## src/rtl/multicycle_control_unit_pkg.sv

```systemverilog
// Shared definitions for the multi-cycle control unit: opcodes, ALU codes,
// FSM states, instruction classes and IR field positions.
package multicycle_control_unit_pkg;

   localparam logic [3:0] OP_ADD  = 4'h0;
   localparam logic [3:0] OP_SUB  = 4'h1;
   localparam logic [3:0] OP_AND  = 4'h2;
   localparam logic [3:0] OP_OR   = 4'h3;
   localparam logic [3:0] OP_LW   = 4'h4;
   localparam logic [3:0] OP_SW   = 4'h5;
   localparam logic [3:0] OP_BEQ  = 4'h6;
   localparam logic [3:0] OP_JMP  = 4'h7;
   localparam logic [3:0] OP_HALT = 4'hF;

   localparam logic [2:0] ALU_ADD = 3'd0;
   localparam logic [2:0] ALU_SUB = 3'd1;
   localparam logic [2:0] ALU_AND = 3'd2;
   localparam logic [2:0] ALU_OR  = 3'd3;

   localparam int OP_HI = 15;
   localparam int OP_LO = 12;
   localparam int F1_HI = 11;
   localparam int F1_LO = 8;
   localparam int F2_HI = 7;
   localparam int F2_LO = 4;
   localparam int F3_HI = 3;
   localparam int F3_LO = 0;

   typedef enum logic [2:0] {
      S_IDLE,
      S_FETCH,
      S_DECODE,
      S_EXEC,
      S_MEM,
      S_WB,
      S_HALT
   } state_t;

   typedef enum logic [2:0] {
      CLS_R,
      CLS_LW,
      CLS_SW,
      CLS_BEQ,
      CLS_JMP,
      CLS_HALT,
      CLS_ILL
   } instr_class_t;

   function automatic instr_class_t classify(input logic [3:0] op);
      instr_class_t cls;
      case (op)
         OP_ADD, OP_SUB, OP_AND, OP_OR: cls = CLS_R;
         OP_LW:                         cls = CLS_LW;
         OP_SW:                         cls = CLS_SW;
         OP_BEQ:                        cls = CLS_BEQ;
         OP_JMP:                        cls = CLS_JMP;
         OP_HALT:                       cls = CLS_HALT;
         default:                       cls = CLS_ILL;
      endcase
      return cls;
   endfunction

endpackage

```

## src/rtl/multicycle_control_unit_instr_field_decoder.sv

```systemverilog
// Combinational IR decoder: instruction class, register-file address fields
// and the sign-extended 4-bit offset.
module instr_field_decoder
   import multicycle_control_unit_pkg::*;
#(
   parameter int PC_W = 16
) (
   input  logic [15:0]     ir,
   output instr_class_t    cls,
   output logic [3:0]      a_rd1,
   output logic [3:0]      a_rd2,
   output logic [3:0]      a_off,
   output logic [3:0]      a_swlw,
   output logic [3:0]      a_wr_bt,
   output logic [PC_W-1:0] offset
);

   logic [3:0] f1;
   logic [3:0] f2;
   logic [3:0] f3;

   assign f1     = ir[F1_HI:F1_LO];
   assign f2     = ir[F2_HI:F2_LO];
   assign f3     = ir[F3_HI:F3_LO];
   assign cls    = classify(ir[OP_HI:OP_LO]);
   assign offset = {{(PC_W-4){f3[3]}}, f3};

   // Route IR fields to the address ports used by each class; others stay 0.
   always_comb begin
      a_rd1   = 4'd0;
      a_rd2   = 4'd0;
      a_off   = 4'd0;
      a_swlw  = 4'd0;
      a_wr_bt = 4'd0;
      case (cls)
         CLS_R: begin
            a_wr_bt = f1;
            a_rd1   = f2;
            a_rd2   = f3;
         end
         CLS_LW, CLS_SW: begin
            a_swlw = f1;
            a_off  = f2;
         end
         CLS_BEQ: begin
            a_rd1 = f1;
            a_rd2 = f2;
         end
         default: begin
            a_rd1 = 4'd0;
         end
      endcase
   end

endmodule

```

## src/rtl/multicycle_control_unit.sv

```systemverilog
// Multi-cycle control FSM for the 16-bit core: owns PC and IR, fetches over
// the instruction-memory handshake and sequences ALU, data memory and writeback.
module multicycle_control_unit
   import multicycle_control_unit_pkg::*;
#(
   parameter int              PC_W   = 16,
   parameter logic [PC_W-1:0] PC_RST = {PC_W{1'b0}}
) (
   input  logic            clk,
   input  logic            rst,
   output logic [PC_W-1:0] imem_addr,
   output logic            imem_req,
   input  logic            imem_ack,
   input  logic [15:0]     imem_rdata,
   output logic            dmem_req,
   output logic            dmem_we,
   input  logic            dmem_ack,
   input  logic            alu_zero,
   output logic [2:0]      alu_op,
   output logic            alu_src,
   output logic [3:0]      rf_a_rd1,
   output logic [3:0]      rf_a_rd2,
   output logic [3:0]      rf_a_off,
   output logic [3:0]      rf_a_swlw,
   output logic [3:0]      rf_a_wr_bt,
   output logic            c_reg_dst_write,
   output logic            c_reg_write,
   output logic            c_mem_to_reg,
   output logic            halted,
   output logic            illegal
);

   localparam logic [PC_W-1:0] PC_ONE = {{(PC_W-1){1'b0}}, 1'b1};

   state_t          state;
   state_t          state_nxt;
   logic [PC_W-1:0] pc;
   logic [PC_W-1:0] pc_nxt;
   logic [15:0]     ir;
   logic [15:0]     ir_nxt;
   instr_class_t    cls;
   logic [PC_W-1:0] offset;

   instr_field_decoder #(.PC_W(PC_W)) u_decoder (
      .ir      (ir),
      .cls     (cls),
      .a_rd1   (rf_a_rd1),
      .a_rd2   (rf_a_rd2),
      .a_off   (rf_a_off),
      .a_swlw  (rf_a_swlw),
      .a_wr_bt (rf_a_wr_bt),
      .offset  (offset)
   );

   assign imem_addr = pc;

   // State, PC and IR registers with synchronous active-low reset.
   always_ff @(posedge clk) begin
      if (!rst) begin
         state <= S_IDLE;
         pc    <= PC_RST;
         ir    <= 16'h0000;
      end else begin
         state <= state_nxt;
         pc    <= pc_nxt;
         ir    <= ir_nxt;
      end
   end

   // Next-state logic and Moore output decode; acks only matter in their own state.
   always_comb begin
      state_nxt       = state;
      pc_nxt          = pc;
      ir_nxt          = ir;
      imem_req        = 1'b0;
      dmem_req        = 1'b0;
      dmem_we         = 1'b0;
      alu_op          = ALU_ADD;
      alu_src         = 1'b0;
      c_reg_dst_write = 1'b0;
      c_reg_write     = 1'b0;
      c_mem_to_reg    = 1'b0;
      halted          = 1'b0;
      illegal         = 1'b0;
      case (state)
         S_IDLE: begin
            state_nxt = S_FETCH;
         end
         S_FETCH: begin
            imem_req = 1'b1;
            if (imem_ack) begin
               ir_nxt    = imem_rdata;
               pc_nxt    = pc + PC_ONE;
               state_nxt = S_DECODE;
            end else begin
               state_nxt = S_FETCH;
            end
         end
         S_DECODE: begin
            case (cls)
               CLS_JMP: begin
                  // Jump keeps the PC page above bit 11 (PC already incremented).
                  pc_nxt    = {pc[PC_W-1:12], ir[11:0]};
                  state_nxt = S_FETCH;
               end
               CLS_HALT: state_nxt = S_HALT;
               CLS_ILL: begin
                  illegal   = 1'b1;
                  state_nxt = S_FETCH;
               end
               default:  state_nxt = S_EXEC;
            endcase
         end
         S_EXEC: begin
            case (cls)
               CLS_R: begin
                  alu_op    = {1'b0, ir[OP_LO+1:OP_LO]};
                  state_nxt = S_WB;
               end
               CLS_LW, CLS_SW: begin
                  alu_op    = ALU_ADD;
                  alu_src   = 1'b1;
                  state_nxt = S_MEM;
               end
               CLS_BEQ: begin
                  alu_op = ALU_SUB;
                  if (alu_zero) begin
                     pc_nxt = pc + offset;
                  end else begin
                     pc_nxt = pc;
                  end
                  state_nxt = S_FETCH;
               end
               default: state_nxt = S_FETCH;
            endcase
         end
         S_MEM: begin
            dmem_req = 1'b1;
            dmem_we  = (cls == CLS_SW);
            if (dmem_ack) begin
               state_nxt = (cls == CLS_LW) ? S_WB : S_FETCH;
            end else begin
               state_nxt = S_MEM;
            end
         end
         S_WB: begin
            c_reg_write     = 1'b1;
            c_reg_dst_write = (cls == CLS_R);
            c_mem_to_reg    = (cls == CLS_LW);
            state_nxt       = S_FETCH;
         end
         S_HALT: begin
            halted    = 1'b1;
            state_nxt = S_HALT;
         end
         default: state_nxt = S_IDLE;
      endcase
   end

endmodule

```

## config.mk

```make
export PLATFORM = sky130hd
export DESIGN_NAME = multicycle_control_unit
export DESIGN_NICKNAME = d
export VERILOG_FILES = /design/src/rtl/multicycle_control_unit_pkg.sv /design/src/rtl/multicycle_control_unit_instr_field_decoder.sv /design/src/rtl/multicycle_control_unit.sv
export SDC_FILE = /design/constraint.sdc
export NUM_CORES = 1
export LEC_CHECK = 0
export BUFFER_PORTS_ARGS = -buffer_cell sky130_fd_sc_hd__buf_2
export CAP_MARGIN = 5
export CORE_MARGIN = 5
export CORE_UTILIZATION = 48
export DETAILED_ROUTE_END_ITERATION = 16
export MAX_ROUTING_LAYER = met4
export PLACE_DENSITY = 0.78
export SETUP_SLACK_MARGIN = 0.4
export SLEW_MARGIN = 15
export SYNTH_ARGS = -nofsm -noshare
export SYNTH_HDL_FRONTEND = slang
export SYNTH_SLANG_ARGS = --single-unit
```

## constraint.sdc

```tcl
create_clock -name clk -period 2.7 [get_ports clk]
set_input_delay 0.27 -clock clk [delete_from_list [all_inputs] [get_ports clk]]
set_output_delay 0.27 -clock clk [all_outputs]
set_load 0.02 [all_outputs]
```

==> out/metrics.csv, run 1 <==
stage,metric,value,unit
status,status,"finished, final reports clean",
sta,Slew headroom,0.517,
power_and_ir_drop,power per cell area,415,nW/um^2
setup_path,WP data arrival,2.80,ns
sta,RSZ-0062 raised after global routing,yes,
floorplanning,core area,5440,sq um
setup_path,Startpoint Class,flip-flop,
synthesis,post-synthesis area per instance,7.27,sq um
placed_design,routability cong.,0.925,
clock_tree,Clock Latency Late Sink,0.30,ns
clock_tree,clock buffer depth,2,
routing,met3 WL,684,um
placed_design,port bufs,67,
setup_path,slowest cell delay on critical path,0.52,ns
layout,Ant. Diodes,0,
layout,area added between synthesis and finish,40.1,%
sta,Final Setup Violations,0,
routing,max layer used,met4,
synthesis,top cell type's share of synthesized area,0.288,
synthesis,dominant cell type by area after synthesis,dfxtp_1,
power_and_ir_drop,power share of the combinational group,0.199,
synthesis,synthesis warning total,0,
sta,Worst Max-Slew Pin Slew,0.724,ns
synthesis,Post-synth EDFFs,0,
sta,Final min period,2.62,ns
global_routing,total grt overflow,0,
power_and_ir_drop,net switching power,0.000456,W
global_routing,antenna violations before repair,0,
synthesis,register area share after synthesis,0.288,
routing,post-route ant nets,0,
synthesis,synthesis-stage register bit count,38,
routing,final wirelength,9260,um
power_and_ir_drop,worst IR drop on VDD,0.295,mV
setup_path,Crit. End Element,flip-flop,
placed_design,Post-DP Area,3190,sq um
synthesis,Synth Flop Type,dfxtp_1,
clock_tree,hold buffer count at cts,0,
clock_tree,CTS tree,built,
placed_design,Final HPWL DP,6260,um
global_routing,vias in the first global route,2942,
floorplanning,Die H,84.1,um
routing,drt first pass iters,5,
synthesis,Syn Inst Count,363,
floorplanning,FP Rows,27,
sta,Setup TNS Final,0,ns
routing,met2 WL,4380,um
global_routing,GRT Total Usage,0.258,
sta,fin crit share,0.971,
global_routing,first-pass GRT wire length,14500,um
setup_path,worst path required time,2.88,ns
setup_path,kind of critical path,flip-flop to flip-flop,
global_routing,largest net degree at the start of global routing,24,
sta,worst hold slack,0.198,ns
routing,drc violations,0,
power_and_ir_drop,Switching Share,0.298,
synthesis,post-synthesis async set-or-reset flop share,0,
routing,DR vias/cell,6.00,
clock_tree,H-tree levels,2,
synthesis,syn nets,390,
layout,share of cells above drive strength 1,0.362,
routing,total number of vias,3134,
synthesis,"Cell Area, Synth",2640,sq um
synthesis,Netlist cell types,61,
sta,Clock Skew,0.00276,ns
clock_tree,clk slew on worst S/H paths,0.08,ns
power_and_ir_drop,internal power,0.00108,W
synthesis,most area-consuming cells after synthesis,"dfxtp_1, nand2_1, nor2_1, a21oi_1, and2_1",
min_path,worst hold path type,input pin to flip-flop,
setup_path,crit path max-delay cell type,or4bb_1,
setup_path,crit-path leading delay family,simple AND/OR/NAND/NOR gates,
routing,drt initial violations,209,
floorplanning,starting density of the core,0.485,
routing,Routed WL per cell,17.7,um
setup_path,Worst Path Buf+Inv,0,
sta,"Hold Vio Cnt, Final",0,
floorplanning,full die area,7080,sq um
clock_tree,clock tree sinks,38,
job,Max Cap Viol,0,
layout,fin nets,476,
floorplanning,I/O Pins,69,
power_and_ir_drop,leakage power,1.58,nW
sta,Max Fclk,0.382,GHz
setup_path,CP cell instances,"nand3b_1, or2_4, ha_4, fa_2, a21oi_4, nand2_2, or4bb_1, a21oi_2, xnor2_1, nor2_1",
clock_tree,root buf cell,clkbuf_8,
power_and_ir_drop,sequential share of power,0.407,
layout,post-route cell area,3690,sq um
floorplanning,die width,84.1,um
clock_tree,total CTS buffers,5,
sta,Slew Limit Fails,0,
power_and_ir_drop,clock share of power,0.394,
layout,Final Util,0.679,
setup_path,"critical path fanouts, max",4,
routing,wl on met1,3920,um
area by class of cell:
class	instances	area (sq um)
inverters	6	25.0
clock buffers	5	68.8
well taps	72	90.1
multi-input cells	288	1990
repair buffers	110	688
fillers	454	1740
flip-flops and latches	38	764
clock inverters	3	68.8
Yosys cell counts (3+ instances only):
| cell | count |
|---|---|
| dfxtp_1 | 38 |
| nor4_1 | 7 |
| or3_1 | 5 |
| a22oi_1 | 12 |
| nand4_1 | 6 |
| ha_1 | 5 |
| a31oi_1 | 8 |
| clkbuf_1 | 19 |
| nand3_1 | 11 |
| inv_1 | 5 |
| a21oi_1 | 24 |
| a41oi_1 | 4 |
| or4b_1 | 3 |
| nor3_1 | 9 |
| and2_1 | 15 |
| nor2_1 | 39 |
| and3_1 | 7 |
| buf_2 | 8 |
| nand2b_1 | 4 |
| nand2_1 | 55 |
| xnor2_1 | 6 |
| o21ai_0 | 11 |
| o22ai_1 | 3 |
| a21o_1 | 6 |
| nor2b_1 | 4 |
| nor3b_1 | 3 |
| mux2i_1 | 4 |
state kept, by name, summed over array words and instances (netlist names):
| register | cells |
|---|---|
| ir | 16 |
| state | 3 |
| u_decoder.cls | 3 |
| imem_addr | 16 |
final timing paths:
path | startpoint | endpoint | slack [ns] | cells after the start
hold / removal | imem_rdata[8] | ir[8]$_SDFFE_PN0P_ | 0.20 | 3
hold reg to reg | ir[10]$_SDFFE_PN0P_ | ir[10]$_SDFFE_PN0P_ | 0.52 | 2
setup / recovery | state[2]$_SDFF_PN0_ | imem_addr[12]$_SDFFE_PN0P_ | 0.08 | 10
setup reg to reg | state[2]$_SDFF_PN0_ | imem_addr[12]$_SDFFE_PN0P_ | 0.08 | 10
cell usage in the layout, fill, tap and decap left out, drive strengths merged, types with 6 or more instances in the layout:
cell	instances
xnor2	6
nand4	6
a22oi	12
a21o	6
nand2	55
a21oi	25
buf	110
inv	6
o21ai	12
nor2	39
a31oi	8
and3	7
dfxtp	38
nand3	11
nor3	9
and2	15
nor4	8
cells by family (layout without fill, tap and decap cells):
kind of cell | Yosys count | count (layout) | synth area share
buf+inv | 37 | 124 | 0.0593
fa+ha+maj | 6 | 6 | 0.0313
compound gates | 91 | 91 | 0.233
simple gates | 179 | 179 | 0.347
mux | 5 | 5 | 0.0195
flops | 38 | 38 | 0.288
other cells | 1 | 1 | 0.00142
xor+xnor | 6 | 6 | 0.0199
power groups by stage:
stage / Sequential, W / Combinational [W] / Clock, W
detailed placement: 0.000634 / 0.000276 / 0
global placement: 0.000632 / 0.000273 / 0
CTS: 0.000622 / 0.000293 / 0.000611
floorplan: 0.000624 / 0.000188 / 0
finish: 0.000624 / 0.000305 / 0.000604
global route: 0.000628 / 0.000333 / 0.000644
metrics by stage:
step | std cells | power, W | setup WS, ns
after global placement | 491 | 0.000905 | 0.0944
after floorplan | 363 | 0.000813 | 0.0117
after global routing | 522 | 0.00161 | 0.0152
final | 522 | 0.00153 | 0.0792
after detailed placement | 491 | 0.000910 | 0.0531
after CTS | 516 | 0.00153 | 0.134
worst register-to-register path: stages (launching register included):
cell      delay [ns]
dfxtp_2         0.34
nand3b_1        0.20
or2_4           0.26
ha_4            0.17
fa_2            0.39
a21oi_4         0.22
nand2_2         0.08
or4bb_1         0.52
a21oi_2         0.16
xnor2_1         0.13
nor2_1          0.05
per-layer routing:
layer / global-route usage / vias up
met2: 0.412 / 157
li1: - / 1477
met3: 0.0405 / 24
met1: 0.333 / 1476
met4: 0.0848 / 0
met5: - / -
timing repair:
action / in CTS / in global routing
setup buffers: 17 / 6
endpoints found under the setup margin: 12 / 14
gates resized for setup: 22 / 16
pin swaps: 16 / 18
Power figures use the tool's default switching activity.
==> run 2, diff against run 1 <==
- SETUP_SLACK_MARGIN: 0.4 -> unset
==> run 2 against run 1 <==
  * Flip-flop and latch count is the same
  * Worst setup slack gained 0.034 ns
  * Utilization fell by 7.7 points
  * Critical path type unchanged
  * Sequential power about the same
  * Fmax up 1.3%
  * Sequential share of layout area up 2.6 points
  * Final cell count fell by 3.8%
  * Clock-buffer cell count grew 1
  * Highest routed layer unchanged
  * Largest power group unchanged
==> out/metrics.csv, run 2 (synthesized netlist as in run 1, its figures left out) <==
stage,metric,value,unit,change
sta,RSZ-0062 raised after global routing,no,,
floorplanning,I/O Pins,69,,unchanged
power_and_ir_drop,power per cell area,393,nW/um^2,-5.3%
placed_design,port bufs,67,,unchanged
layout,share of cells above drive strength 1,0.277,,-0.0855
layout,area added between synthesis and finish,24.2,%,
placed_design,routability cong.,0.913,,-1.3%
sta,Clock Skew,0.00696,ns,+0.00420 ns
layout,Ant. Diodes,0,,unchanged
layout,register area,763,sq um,-0.16%
layout,multi-input logic area,1800,sq um,-9.4%
floorplanning,full die area,7080,sq um,unchanged
min_path,worst hold path type,input pin to flip-flop,,
clock_tree,H-tree levels,2,,unchanged
sta,Final Setup Violations,0,,unchanged
global_routing,vias in the first global route,2795,,-5.0%
sta,"Hold Vio Cnt, Final",0,,unchanged
floorplanning,FP Rows,27,,unchanged
clock_tree,CTS tree,built,,
global_routing,antenna violations before repair,0,,unchanged
setup_path,Startpoint Class,flip-flop,,
routing,post-route ant nets,0,,unchanged
power_and_ir_drop,worst IR drop on VDD,0.266,mV,-9.9%
setup_path,worst path required time,2.93,ns,+0.05 ns
clock_tree,total CTS buffers,5,,unchanged
routing,drc violations,0,,unchanged
layout,post-route cell area,3280,sq um,-11%
clock_tree,clock tree sinks,38,,unchanged
setup_path,Crit. End Element,flip-flop,,
routing,drt initial violations,181,,-13%
setup_path,crit path max-delay cell type,or4b_1,,
floorplanning,die width,84.1,um,unchanged
floorplanning,starting density of the core,0.485,,unchanged
global_routing,first-pass GRT wire length,13400,um,-8.0%
routing,final wirelength,8220,um,-11%
job,Max Cap Viol,0,,unchanged
layout,"commonest non-fill, non-tap cell in the layout",buf_2,,
floorplanning,core area,5440,sq um,unchanged
power_and_ir_drop,leakage power,1.42,nW,-10%
layout,fin nets,457,,-4.0%
sta,worst hold slack,0.208,ns,+0.00958 ns
setup_path,slowest cell delay on critical path,0.45,ns,-0.07 ns
sta,fin crit share,0.958,,-0.0127
placed_design,Final HPWL DP,6070,um,-2.9%
placed_design,Post-Place Setup Slack,0.00893,ns,-0.0442 ns
sta,Slew headroom,0.583,,+0.0663
routing,Routed WL per cell,16.4,um,-7.7%
sta,Slew Limit Fails,0,,unchanged
routing,DR vias/cell,5.94,,-1.1%
routing,total number of vias,2981,,-4.9%
setup_path,kind of critical path,flip-flop to flip-flop,,
floorplanning,Die H,84.1,um,unchanged
sta,Worst Max-Slew Pin Slew,0.625,ns,-0.0995 ns
global_routing,GRT Total Usage,0.236,,-0.0226
status,status,"finished, final reports clean",,
global_routing,total grt overflow,0,,unchanged
global_routing,largest net degree at the start of global routing,25,,+4.2%
sta,Final min period,2.59,ns,-0.0344 ns
routing,drt first pass iters,5,,unchanged
clock_tree,Clock Latency Late Sink,0.29,ns,about the same
layout,# fillers,490,,+7.9%
setup_path,"critical path fanouts, max",10,,+6
sta,Max Fclk,0.387,GHz,+1.3%
clock_tree,root buf cell,clkbuf_8,,
sta,setup ws final,0.114,ns,+0.0344 ns
setup_path,WP data arrival,2.81,ns,about the same
setup_path,CP cell instances,"buf_4, nand4b_4, inv_4, ha_1, or4b_1, or3_1, a21o_1, a21oi_2, mux2_1, nand3_1",,
placed_design,Post-DP Area,3150,sq um,-1.4%
clock_tree,hold buffer count at cts,0,,unchanged
layout,most frequent cells in the layout,"buf_2, nand2_1, nor2_1",,
clock_tree,clock buffer depth,2,,unchanged
clock_tree,clk slew on worst S/H paths,0.08,ns,about the same
[run 2: critical path, delay by kind of cell, from the launching register on]
| kind | cells | cell delay (ns) |
|---|---|---|
| adder cells (fa/ha/maj) | 1 | 0.28 |
| buffers and inverters | 2 | 0.20 |
| AO/OA/AOI/OAI | 2 | 0.32 |
| AND/OR/NAND/NOR | 4 | 1.05 |
| multiplexers | 1 | 0.33 |
| flip-flops | 1 | 0.34 |
[run 2: worst paths after layout]
check	startpoint	endpoint	slack [ns]	depth (start not counted)
max	state[2]$_SDFF_PN0_	imem_addr[15]$_SDFFE_PN0P_	0.11	10
min	imem_rdata[11]	ir[11]$_SDFFE_PN0P_	0.21	3
max reg2reg	state[2]$_SDFF_PN0_	imem_addr[15]$_SDFFE_PN0P_	0.11	10
min reg2reg	ir[2]$_SDFFE_PN0P_	ir[2]$_SDFFE_PN0P_	0.51	2
[run 2: cell type report]
type / count / share of cell area
Clock inverter: 1 / 0.00229
Timing Repair Buffer: 91 / 0.157
Tap cell: 72 / 0.0275
Sequential cell: 38 / 0.233
Multi-Input combinational cell: 288 / 0.550
Clock buffer: 6 / 0.0221
Inverter: 6 / 0.00764
[run 2: power by group]
| part | internal (W) | total, W | leakage (nW) | switching (W) |
|---|---|---|---|---|
| combinational | 0.000105 | 0.000277 | 1.07 | 0.000171 |
| sequential | 0.000586 | 0.000623 | 0.309 | 0.0000366 |
| clock | 0.000177 | 0.000388 | 0.0373 | 0.000211 |
[run 2: layer usage]
layer  global-route usage  routed length (um)
met1                0.295                3650
met2                0.385                3900
met3               0.0484                 564
met4               0.0629                  99
met5                    -                   0
[run 2: stage by stage]
stage	utilization	power (W)	setup TNS (ns)	instances
2_1_floorplan	-	0.000807	-0.0263	363
3_3_place_gp	0.578	0.000898	0	494
3_5_place_dp	0.578	0.000903	0	494
4_1_cts	0.594	0.00128	0	501
5_1_grt	0.602	0.00135	0	502
6_report	0.602	0.00129	0	502
[run 2: what timing repair did]
action | in CTS | in global routing
setup endpoints to repair | 1 | 6
pin swaps | 0 | 5
buffers inserted | 0 | 1
resized for setup | 2 | 10
